**src/rtl/pong_pkg.sv**
```systemverilog
// Shared encodings and default timing constants for the pong match controller.
package pong_pkg;

    typedef enum logic [2:0] {
        ST_IDLE  = 3'd0,
        ST_SERVE = 3'd1,
        ST_RALLY = 3'd2,
        ST_POINT = 3'd3,
        ST_OVER  = 3'd4
    } state_e;

    localparam logic [1:0] WIN_NONE  = 2'b00;
    localparam logic [1:0] WIN_LEFT  = 2'b01;
    localparam logic [1:0] WIN_RIGHT = 2'b10;

    localparam int unsigned DEF_WIN_SCORE    = 7;
    localparam int unsigned DEF_SERVE_FRAMES = 60;
    localparam int unsigned DEF_POINT_FRAMES = 90;

endpackage

```
**src/rtl/btn_edge.sv**
```systemverilog
// Two-flop synchroniser plus falling-edge detector for an active-low button;
// emits a registered one-cycle pulse three cycles after the press.
module btn_edge (
    input  logic clk_i,
    input  logic rst_ni,
    input  logic btn_ni,
    output logic fall_o
);

    logic [2:0] sync_q;
    logic       fall_q;

    always_ff @(posedge clk_i) begin
        if (!rst_ni) begin
            sync_q <= '1;
            fall_q <= 1'b0;
        end else begin
            sync_q <= {sync_q[1:0], btn_ni};
            // sync_q[2] is the previous synchronised level
            fall_q <= sync_q[2] & ~sync_q[1];
        end
    end

    assign fall_o = fall_q;

endmodule

```
**src/rtl/pong_match_ctrl.sv**
```systemverilog
// Pong match sequencing: serve countdown, rally, point hold, scoring and game over.
module pong_match_ctrl
    import pong_pkg::*;
#(
    parameter int unsigned WIN_SCORE    = DEF_WIN_SCORE,
    parameter int unsigned SERVE_FRAMES = DEF_SERVE_FRAMES,
    parameter int unsigned POINT_FRAMES = DEF_POINT_FRAMES
) (
    input  logic       iclk,
    input  logic       iRST_N,
    input  logic       iFRAME,
    input  logic       iMISS_L,
    input  logic       iMISS_R,
    input  logic       iSERVE_N,
    input  logic       iPAUSE,
    output logic       oBALL_RUN,
    output logic       oBALL_CENTRE,
    output logic       oSERVE_DIR,
    output logic [3:0] oSCORE_L,
    output logic [3:0] oSCORE_R,
    output logic [1:0] oWINNER,
    output logic [2:0] oSTATE
);

    localparam int unsigned CNT_MAX = (SERVE_FRAMES > POINT_FRAMES) ? SERVE_FRAMES : POINT_FRAMES;
    localparam int unsigned CW      = (CNT_MAX < 1) ? 1 : $clog2(CNT_MAX + 1);
    localparam logic [CW-1:0] SERVE_LD = CW'(SERVE_FRAMES);
    localparam logic [CW-1:0] POINT_LD = CW'(POINT_FRAMES);
    localparam logic [3:0]    WIN4     = 4'(WIN_SCORE);

    state_e          state_q, state_d;
    logic [CW-1:0]   cnt_q, cnt_d;
    logic [3:0]      sl_q, sl_d, sr_q, sr_d;
    logic [1:0]      win_q, win_d;
    logic            dir_q, dir_d;
    logic            run_q, run_d;
    logic            centre_q, centre_d;
    logic            serve_evt;

    btn_edge u_serve_btn (
        .clk_i  (iclk),
        .rst_ni (iRST_N),
        .btn_ni (iSERVE_N),
        .fall_o (serve_evt)
    );

    always_comb begin
        state_d  = state_q;
        cnt_d    = cnt_q;
        sl_d     = sl_q;
        sr_d     = sr_q;
        win_d    = win_q;
        dir_d    = dir_q;
        centre_d = 1'b0;
        case (state_q)
            ST_IDLE: begin
                if (serve_evt) begin
                    centre_d = 1'b1;
                    cnt_d    = SERVE_LD;
                    state_d  = ST_SERVE;
                end
            end
            ST_SERVE: begin
                if (cnt_q == '0)  state_d = ST_RALLY;
                else if (iFRAME)  cnt_d   = cnt_q - CW'(1);
            end
            ST_RALLY: begin
                if (iMISS_L || iMISS_R) begin
                    cnt_d   = POINT_LD;
                    state_d = ST_POINT;
                    if (iMISS_L && iMISS_R) begin
                        dir_d = ~dir_q;
                    end else if (iMISS_L) begin
                        if (sr_q < WIN4) sr_d = sr_q + 4'd1;
                        dir_d = 1'b1;
                    end else begin
                        if (sl_q < WIN4) sl_d = sl_q + 4'd1;
                        dir_d = 1'b0;
                    end
                end
            end
            ST_POINT: begin
                if (cnt_q == '0) begin
                    if (sl_q == WIN4 || sr_q == WIN4) begin
                        win_d   = (sl_q == WIN4) ? WIN_LEFT : WIN_RIGHT;
                        state_d = ST_OVER;
                    end else begin
                        centre_d = 1'b1;
                        cnt_d    = SERVE_LD;
                        state_d  = ST_SERVE;
                    end
                end else if (iFRAME) begin
                    cnt_d = cnt_q - CW'(1);
                end
            end
            ST_OVER: begin
                if (serve_evt) begin
                    sl_d     = '0;
                    sr_d     = '0;
                    win_d    = WIN_NONE;
                    centre_d = 1'b1;
                    cnt_d    = SERVE_LD;
                    state_d  = ST_SERVE;
                end
            end
            default: begin
                cnt_d   = '0;
                state_d = ST_IDLE;
            end
        endcase
        // Run is registered from the next state so it drops on the very cycle POINT is entered
        run_d = (state_d == ST_RALLY) && !iPAUSE;
    end

    always_ff @(posedge iclk) begin
        if (!iRST_N) begin
            state_q  <= ST_IDLE;
            cnt_q    <= '0;
            sl_q     <= '0;
            sr_q     <= '0;
            win_q    <= WIN_NONE;
            dir_q    <= 1'b0;
            run_q    <= 1'b0;
            centre_q <= 1'b0;
        end else begin
            state_q  <= state_d;
            cnt_q    <= cnt_d;
            sl_q     <= sl_d;
            sr_q     <= sr_d;
            win_q    <= win_d;
            dir_q    <= dir_d;
            run_q    <= run_d;
            centre_q <= centre_d;
        end
    end

    assign oBALL_RUN    = run_q;
    assign oBALL_CENTRE = centre_q;
    assign oSERVE_DIR   = dir_q;
    assign oSCORE_L     = sl_q;
    assign oSCORE_R     = sr_q;
    assign oWINNER      = win_q;
    assign oSTATE       = state_q;

endmodule

```
**config.mk**
```make
export PLATFORM = sky130hd
export DESIGN_NAME = pong_match_ctrl
export DESIGN_NICKNAME = d
export VERILOG_FILES = /design/src/rtl/pong_pkg.sv /design/src/rtl/btn_edge.sv /design/src/rtl/pong_match_ctrl.sv
export SDC_FILE = /design/constraint.sdc
export NUM_CORES = 1
export LEC_CHECK = 0
export CORE_MARGIN = 10
export CORE_UTILIZATION = 33
export DETAILED_ROUTE_END_ITERATION = 10
export GPL_ROUTABILITY_DRIVEN = 0
export PLACE_DENSITY = 0.6
export SETUP_SLACK_MARGIN = 0.3
export SLEW_MARGIN = 25
export SYNTH_ARGS = -nofsm -noshare
export SYNTH_HDL_FRONTEND = slang
export SYNTH_HIERARCHICAL = 1
export SYNTH_SLANG_ARGS = --single-unit
```
**constraint.sdc**
```tcl
create_clock -name iclk -period 2.9 [get_ports iclk]
set_input_delay 0.29 -clock iclk [delete_from_list [all_inputs] [get_ports iclk]]
set_output_delay 0.29 -clock iclk [all_outputs]
set_load 0.03 [all_outputs]
```
Word level (Yosys, flattened, before mapping)
Cells that the tools add are included.
- bits of input ports: 7
- register bits: 27
- output and inout bits: 16
- reduce and logical (&&, ||, !) cells: 15
- add/sub/neg operators: 3
- bitwise gates (word level): 3
- order comparisons: 2
- muxes and demuxes: 35
- eq/ne operators: 19
- operators by type and width (kind ; number):
    $mux W7 ; 6
    $mux W4 ; 9
    $pmux W7 S4 ; 1
    $ne A2 B2 Y1 const B ; 9
    $pmux W4 S2 ; 2
    $mux W3 ; 5
    $pmux W3 S4 ; 1
    $reduce_and A6 Y1 ; 2
    $eq A3 B2 Y1 const B ; 3
    $add A4 B1 Y4 const B ; 2
    $eq A4 B3 Y1 const B ; 2
    $lt A4 B3 Y1 const B ; 2
    $mux W2 ; 4
    $reduce_and A4 Y1 ; 2
    $logic_not A7 Y1 ; 1
    $sub A7 B1 Y7 const B ; 1
    $mux W1 ; 5
    $ne A2 B1 Y1 const B ; 2
    $pmux W2 S2 ; 1
    $reduce_bool A2 Y1 ; 2
    $eq A3 B1 Y1 const B ; 1
    $eq A3 B3 Y1 const B ; 1
    $logic_not A3 Y1 ; 1
    $ne A3 B3 Y1 const B ; 1
    other kinds (8) ; 11

Depth between registers and ports, before layout
Gate-level depths: netlist (run 1).
- depth in word-level cells: 7
- depth in mapped cells: 8

Cells and area by module
The synthesis (run 1) kept the hierarchy.
- modules (own cells, without submodules) (module ; times used ; cells each ; area each (µm²)):
    pong_match_ctrl ; 1 ; 152 ; 1283.7
    btn_edge ; 1 ; 8 ; 107.6

Worst setup path before layout (run 1)
Ideal clock, no wire load.
- path type: register to register
- from: register state_q[1], in the netlist oSTATE[1]
- to: register cnt_q[2]
- arrival: 1675 ps
- stages on the path, launching flop included: 6
- slack: 1106 ps
- setup time: 119 ps
- data required time: 2781 ps
- path through: dfxtp_1 or4b_1 a21oi_1 a21oi_1 buf_2 o221a_1
- cells in the longest elaborated chain, start to end: 4
- elaborated cells on any way between the ends: 12
- those cells by class: eq/ne (8); mux (1); reduce/logical (3)
- ends and longest elaborated chain (what ; line ; text):
    from (decl) ; pong_match_ctrl.sv:31 ; state_e state_q, state_d;
    from (signal assigned) ; pong_match_ctrl.sv:126 ; state_q <= state_d;
    $eq A3 B3 Y1 / $logic_not A3 Y1 (equally long branches) ; pong_match_ctrl.sv:55 ; case (state_q)
    $reduce_or A2 Y1 (no line) ; n/a ;
    $ne A2 B1 Y1 (no line) ; n/a ;
    $reduce_and A4 Y1 (no line) ; n/a ;
    to (signal assigned) ; pong_match_ctrl.sv:127 ; cnt_q <= cnt_d;
    to (decl) ; pong_match_ctrl.sv:32 ; logic [CW-1:0] cnt_q, cnt_d;
Several ways; a longest one is shown, not always the timed one.
A chain may end at the register's enable or synchronous reset.

Worst setup path in the final report (run 1)
- from: register state_q[0], in the netlist oSTATE[0]
- to: output oSTATE[0]
- RTL lines (what ; line ; text):
    to (decl) ; pong_match_ctrl.sv:22 ; output logic [2:0] oSTATE
No word-level cell between the ends.

==> impl_metrics.toml, run 1 <==
[routing]
viasPerCell = 5.26
drt_iter0_drc = 103
num_vias = 1226
drt_first_pass_iters = 4
routedWlPerCell_um = 14.7
ant_nets = 0
routed_wl_mm = 3.43
drc = 0

[die]
design.core.area_mm2 = 0.00403
die_area_mm2 = 0.00721
rows = 23
fp.dieH_um = 84.9
io_pins = 23
start_util_pct = 34.5
die_x_um = 84.9

[yosys]
synth_top_area_share_pct = 38.8
synth_ff_type = "dfxtp_1"
synth_edf_count = 0
yosysSeqAreaShare_pct = 38.8
synth-seq-cells = 27
synth_nets = 170
ys_warn_count = 6
yosysUniqueCellTypes = 45
async_flop_share_pct = 0
synth.avg_cell_area_um2 = 8.70
synth.largest_area_cell = "dfxtp_1"
synth_area_leaders = "dfxtp_1, nor2_1, a21oi_1"
netlist_area_mm2 = 0.00139
synthCells = 160

[final_layout]
fin_nets = 194
diodes = 0
multi_input_area_um2 = 815
fill_cells = 410
area.sequential_um2 = 541
drive_above_1_share_pct = 7.65
fin_util_pct = 42.6
area_growth_pct = 23.5

[clock_network]
cts-root-buf = "clkbuf_8"
path_clk_slew_ps = 100
cts_hold_buf = 0
cts_max_level = 1
cts_max_path_buffers = 2
clkSinkCount = 27
clkLatencyLatePin_ps = 280
post_cts_resized = 0
cts_setup_buffers = 0
numCtsBuffers = 3
tritoncts = "built"

[status]
status = "complete, no violations"

[setup_path]
path_buf_inv = 1
critPathKind = "flip-flop to output port"
slowest_delay_ps = 810
crit_fanout = 17
endpoint_kind = "output port"
startpoint_type = "flip-flop"
crit_family = "buffers and inverters"
critPathRequiredTime_ps = 2610
crit_chain = "clkdlybuf4s50_1"
cp_slowest_cell = "clkdlybuf4s50_1"
cp.arrival_ps = 1820

[power_and_ir_drop]
p_clk_share_pct = 21.0
intPower_w = 0.000672
p_leak_nw = 0.621
vdd_drop_max_mv = 0.336
power_density_mw_per_mm2 = 642
sw_frac_of_total_pct = 39.1
power_frac_comb_pct = 35.8
p_sw_w = 0.000431
pwr-share-seq_pct = 43.2

[grt]
overflow = 0
grt_max_degree = 18
grt_antenna_before_repair = 0
grtUsageTotal_pct = 9.15
grt_pass1_wl_mm = 5.61
grt_pass1_vias = 1224

[timing]
tightest_slew_ps = 835
slew_headroom_pct = 44.3
maxSlewViolCount = 0
finalHoldViolCount = 0
fin_crit_ps = 2110
setup_tns_ps = 0
setup_viol = 0
fmax_ghz = 0.474
skew_ps = 4.48
finalCritPeriodShare_pct = 72.8
rsz0062_at_grt = "false"

[flow_run]
cap_violations = 0

[placement]
hpwl_mm = 2.58
port_buffers = 22

[hold_path]
hp-class = "flip-flop to flip-flop"
==> layer usage <==
layer,global-route usage (%),routed length (µm),vias to the layer above
met4,2.54,29,0
met5,0,0,-
met1,10.2,1530,576
met3,2.87,139,4
met2,16.3,1730,24
li1,-,-,622
==> worst paths after layout <==
path                                             from                     to  slack [ps]  cells past startpoint
worst min register to register  u_serve_btn/sync_q[0]  u_serve_btn/sync_q[1]         420                      1
worst max-delay path                        oSTATE[0]              oSTATE[0]         790                      1
worst max register to register               cnt_q[0]               cnt_q[2]         810                      6
worst min-delay path            u_serve_btn/sync_q[0]  u_serve_btn/sync_q[1]         420                      1
==> cells in the final DEF, fill, tap and decap left out, types with 3 or more instances in the layout <==
cell type        synthesis  layout
dfxtp_1                 27      27
nor2_1                  22      22
clkdlybuf4s50_1          0      22
nand2_1                 15      15
a21oi_1                 13      13
nand2b_1                 5       5
inv_1                    4       4
xnor2_1                  4       4
a31oi_1                  4       4
mux2i_1                  4       4
o21ai_0                  4       4
nor2b_1                  3       3
xor2_1                   3       3
o21ai_1                  3       3
ha_1                     3       3
clkbuf_8                 0       3
==> Yosys cell counts, types with 3 or more instances <==
master and count:
ha_1 3, xnor2_1 4, mux2i_1 4, inv_1 4, o21ai_0 4, o21ai_1 3, a31oi_1 4, a21oi_1 13
xor2_1 3, nand2_1 15, nand2b_1 5, dfxtp_1 27, nor2_1 22, nor2b_1 3, clkbuf_1 3
==> metrics by stage <==
| stage | area, µm² | hold WS, ps | instances | power, W | setup WS [ps] |
|---|---|---|---|---|---|
| final | 1720 | 416 | 233 | 0.00110 | 790 |
| after global routing | 1720 | 446 | 233 | 0.00117 | 675 |
| after CTS | 1720 | 423 | 233 | 0.00111 | 817 |
| after detailed placement | 1670 | 396 | 229 | 0.000875 | 595 |
| after global placement | 1670 | 395 | 229 | 0.000864 | 644 |
| after floorplan | 1390 | 363 | 160 | 0.000769 | 1110 |
==> cells by family after synthesis <==
kind of cell	Yosys count	share of synthesized area (%)
flops	27	38.8
compound gates	40	19.4
mux	4	2.88
fa+ha+maj	3	2.70
buf+inv	9	2.61
xor+xnor	7	4.41
simple gates	70	29.1
==> power by group through the flow <==
| stage | clock (W) | sequential, W | combinational [W] |
|---|---|---|---|
| 4_1_cts | 0.000243 | 0.000475 | 0.000394 |
| 3_5_place_dp | 0 | 0.000483 | 0.000391 |
| 2_1_floorplan | 0 | 0.000485 | 0.000284 |
| 6_report | 0.000232 | 0.000477 | 0.000395 |
| 5_1_grt | 0.000254 | 0.000484 | 0.000433 |
| 3_3_place_gp | 0 | 0.000480 | 0.000383 |
==> cell type report <==
type / count / area share, %
inverters: 4 / 0.874
clock inverters: 1 / 0.510
well taps: 50 / 3.64
multi-input cells: 124 / 47.4
clock buffers: 3 / 2.40
repair buffers: 24 / 13.7
flip-flops and latches: 27 / 31.5
==> flip-flops by register name (all words and copies together) (netlist names) <==
signal and count:
cnt_q 7, oBALL_CENTRE 1, oBALL_RUN 1, oSCORE_L 4, oSCORE_R 4, oSERVE_DIR 1
oSTATE 3, oWINNER 2, u_serve_btn/fall_o 1, u_serve_btn/sync_q 3
No activity file was read; power rests on OpenSTA's default activity.
==> run 2, diff against run 1 <==
PLACE_DENSITY = 0.62   (was 0.6)
clock period = 1.7 ns   (was 2.9 ns; I/O delays follow)
==> run 2 against run 1 <==
The flow now finishes with violations (negative setup slack). Sequential power up 62%. Worst hold slack better by 4.7 ps. Sequential share of layout area down 6.1 points. Global-route usage up 1.8 points. Combinational power rose to 3.5 times the previous value. Critical endpoint is now cnt_q[5]. Largest cell class unchanged.
==> impl_metrics.toml, run 2 (synthesized netlist as in run 1, its figures left out) <==
[grt]
grt_antenna_before_repair = 0
grt_max_degree = 17
grt_pass1_wl_mm = 6.71
overflow = 0
grt_pass1_vias = 1446
grtUsageTotal_pct = 11.0

[final_layout]
layout_commonest_cell = "buf_4"
fin_nets = 230
largest-register = "cnt_q"
fill_cells = 346
drive_above_1_share_pct = 46.6
diodes = 0
final_cell_mix = "buf_4, nor2_1, dfxtp_1"
area_growth_pct = 62.3
largest_register_ff_count = 7

[die]
design.core.area_mm2 = 0.00403
fp.dieH_um = 84.9
start_util_pct = 34.5
die_x_um = 84.9
die_area_mm2 = 0.00721
rows = 23
io_pins = 23

[timing]
slew_headroom_pct = 61.5
finalHoldViolCount = 0
finalCritPeriodShare_pct = 102
maxSlewViolCount = 0
setup_ws_ps = -26.3
fin_crit_ps = 1730
fmax_ghz = 0.579
skew_ps = 3.52
tightest_slew_ps = 571
setup_tns_ps = -26.3
rsz0062_at_grt = "true"
setup_viol = 1

[routing]
drc = 0
ant_nets = 0
num_vias = 1397
drt_iter0_drc = 87
routedWlPerCell_um = 15.1
viasPerCell = 5.19
drt_first_pass_iters = 4
routed_wl_mm = 4.07

[clock_network]
cts_max_path_buffers = 2
cts_max_level = 1
clkLatencyLatePin_ps = 270
cts-root-buf = "clkbuf_8"
tritoncts = "built"
numCtsBuffers = 3
path_clk_slew_ps = 100
clkSinkCount = 27
cts_hold_buf = 0

[setup_path]
path_buf_inv = 2
cp.arrival_ps = 1950
endpoint_kind = "flip-flop"
crit_chain = "inv_2 > ha_4 > or4b_4 > nor3_4 > buf_4 > nand2_2 > a21oi_2 > o221a_1"
crit_family = "simple AND/OR/NAND/NOR gates"
slowest_delay_ps = 480
startpoint_type = "flip-flop"
critPathKind = "flip-flop to flip-flop"
crit_fanout = 3
cp_slowest_cell = "or4b_4"
critPathRequiredTime_ps = 1920
reg2reg_slack_ps = -30

[power_and_ir_drop]
power_density_mw_per_mm2 = 1120
totalPowerFinal_w = 0.00252
vdd_drop_max_mv = 0.577
p_leak_nw = 0.911

[flow_run]
cap_violations = 0

[placement]
hpwl_mm = 2.84
port_buffers = 22

[hold_path]
hp-class = "flip-flop to flip-flop"

[status]
status = "finished with violations"
violations = "negative setup slack"
-- run 2: final timing paths --
| check | startpoint | end | cells past startpoint |
|---|---|---|---|
| min | u_serve_btn/sync_q[0] | u_serve_btn/sync_q[1] | 1 |
| min reg2reg | u_serve_btn/sync_q[0] | u_serve_btn/sync_q[1] | 1 |
| max | cnt_q[0] | cnt_q[5] | 8 |
| max reg2reg | cnt_q[0] | cnt_q[5] | 8 |
-- run 2: final cells by class --
class	instances	area (µm²)	area share (%)
Clock buffer	3	41.3	1.83
Clock inverter	1	7.51	0.332
Inverter	4	15.0	0.665
Multi-Input combinational cell	124	1040	46.1
Sequential cell	27	572	25.3
Tap cell	50	62.6	2.77
Timing Repair Buffer	60	518	22.9
-- run 2: through the flow --
stage / hold WS [ps] / instance area, µm² / worst slack (ps) / util [%] / std cells
5_1_grt: 452 / 2260 / -115 / 56.1 / 269
6_report: 420 / 2260 / -26.3 / 56.1 / 269
4_1_cts: 428 / 2180 / -66.4 / 54.2 / 264
2_1_floorplan: 243 / 1510 / 51.3 / - / 160
3_5_place_dp: 403 / 1910 / -206 / 47.3 / 247
3_3_place_gp: 389 / 1910 / -181 / 47.3 / 247
-- run 2: where the power goes --
group          leakage, nW  internal, W  switching [W]  total, W
Clock               0.0217     0.000166       0.000209  0.000376
Combinational        0.663     0.000713       0.000658   0.00137
Sequential           0.227     0.000697      0.0000758  0.000773
-- run 2: metal layers --
metal / vias to the layer above / track usage, % / share of wire [%]
li1: 696 / - / -
met1: 664 / 12.2 / 43
met2: 33 / 19.4 / 50
met3: 4 / 3.54 / 5.2
met4: 0 / 3.29 / 1.3
met5: - / 0 / 0
-- run 2: what timing repair did --
action	4_1_cts	5_1_grt
pin swaps	12	4
gates resized for setup	49	11
setup endpoints to repair	38	23
setup buffers	13	5
gates cloned	0	0
==> run 3, diff against run 2 <==
PLACE_DENSITY = 0.6   (was 0.62)
clock period = 2.2 ns   (was 1.7 ns; I/O delays follow)
==> run 3 against run 2 <==
The flow now finishes without violations. Combinational power shrank 49%. Critical endpoint is now cnt_q[2]. Cell area shrank 19%. Clock-buffer cell count is the same. Largest cell class unchanged. Global-route usage shrank 1.4 points. Highest routed layer unchanged. Clock skew grew 1.7 ps. First-iteration DRC count grew 11%. Fmax shrank 3.5%. Largest power group unchanged. Critical path type unchanged.
==> impl_metrics.toml, run 3 (synthesized netlist as in run 1, its figures left out) <==
[die]
fp.dieH_um = 84.9
design.core.area_mm2 = 0.00403
die_x_um = 84.9
start_util_pct = 34.5
die_area_mm2 = 0.00721
io_pins = 23
rows = 23

[routing]
drt_iter0_drc = 97
routedWlPerCell_um = 14.3
drt_first_pass_iters = 4
drc = 0
routed_wl_mm = 3.50
num_vias = 1299
viasPerCell = 5.30
ant_nets = 0

[status]
status = "complete, no violations"

[placement]
hpwl_mm = 2.62
dp_cells = 235
port_buffers = 22
dp_slack_ps = 129

[final_layout]
final_cell_mix = "dfxtp_1, nor2_1, clkdlybuf4s50_1"
layout_commonest_cell = "dfxtp_1"
area_growth_pct = 32.1
largest-register = "cnt_q"
fin_nets = 206
largest_register_ff_count = 7
drive_above_1_share_pct = 17.4
fin_cells = 245
diodes = 0
fill_cells = 403
fin_util_pct = 45.6

[flow_run]
cap_violations = 0

[hold_path]
hp-class = "flip-flop to flip-flop"

[setup_path]
endpoint_kind = "flip-flop"
crit_fanout = 5
critPathKind = "flip-flop to flip-flop"
critPathRequiredTime_ps = 2420
startpoint_type = "flip-flop"
cp.arrival_ps = 2010

[timing]
setup_tns_ps = 0
rsz0062_at_grt = "true"
tightest_slew_ps = 517
setup_viol = 0
finalHoldViolCount = 0
finalCritPeriodShare_pct = 81.3
fmax_ghz = 0.559
setup_ws_ps = 411
fin_crit_ps = 1790
skew_ps = 5.19
slew_headroom_pct = 65.0
maxSlewViolCount = 0

[clock_network]
numCtsBuffers = 3
clkLatencyLatePin_ps = 280
cts-root-buf = "clkbuf_8"
cts_max_path_buffers = 2
cts_max_level = 1
clkSinkCount = 27
tritoncts = "built"
cts_hold_buf = 0
path_clk_slew_ps = 100

[grt]
grt_antenna_before_repair = 0
grt_max_degree = 17
grtUsageTotal_pct = 9.54
overflow = 0
grt_pass1_wl_mm = 6.05
grt_pass1_vias = 1299

[power_and_ir_drop]
vdd_drop_max_mv = 0.341
p_leak_nw = 0.703
power_density_mw_per_mm2 = 878
totalPowerFinal_w = 0.00161
[run 3: cell types whose count changed in the layout (fill, tap and decap cells not counted), sizes merged]
cell / change
buf: -24
clkdlybuf4s50: +14
dlygate4sd2: -12
clkdlybuf4s15: -2
clkbuf: -1
dlymetal6s2s: +1
[run 3: layout make-up]
cell class	count	area (µm²)	area share, %
timing repair buffer	36	327	17.8
inverter	4	15.0	0.817
multi-input combinational	124	840	45.7
sequential	27	546	29.7
tap	50	62.6	3.40
clock inverter	1	7.51	0.408
clock buffer	3	41.3	2.25
[run 3: final timing paths]
check                                            from                    end  slack, ps  depth (start not counted)
worst max-delay path                         cnt_q[0]               cnt_q[2]        410                          7
worst min register to register  u_serve_btn/sync_q[0]  u_serve_btn/sync_q[1]        420                          1
worst min-delay path            u_serve_btn/sync_q[0]  u_serve_btn/sync_q[1]        420                          1
worst max register to register               cnt_q[0]               cnt_q[2]        410                          7
[run 3: worst max-delay path, stage by stage (launching register included)]
cell      delay [ps]
dfxtp_4          350
inv_1             50
ha_2             180
nor4b_4          300
nand2_4          120
or3_4            400
o311ai_2         100
o221a_1          230
[run 3: timing repair]
item,4_1_cts,5_1_grt
setup buffers,0,6
pin swaps,0,3
endpoints found under the setup margin,9,9
resized for setup,4,7
cloned,0,0
[run 3: power by group]
group	internal, W	switching, W
clock	0.000129	0.000165
combinational	0.000342	0.000360
sequential	0.000537	0.0000805
[run 3: per-layer routing]
metal	part of all wire (%)	GRT usage [%]
met3	5.7	3.15
met5	0	0
met4	1.1	1.50
met2	49	17.0
met1	44	11.0
[run 3: through the flow]
stage,hold slack [ps],area [µm²]
floorplan,293,1390
global route,445,1840
detailed placement,397,1710
global placement,395,1710
CTS,422,1770
finish,418,1840
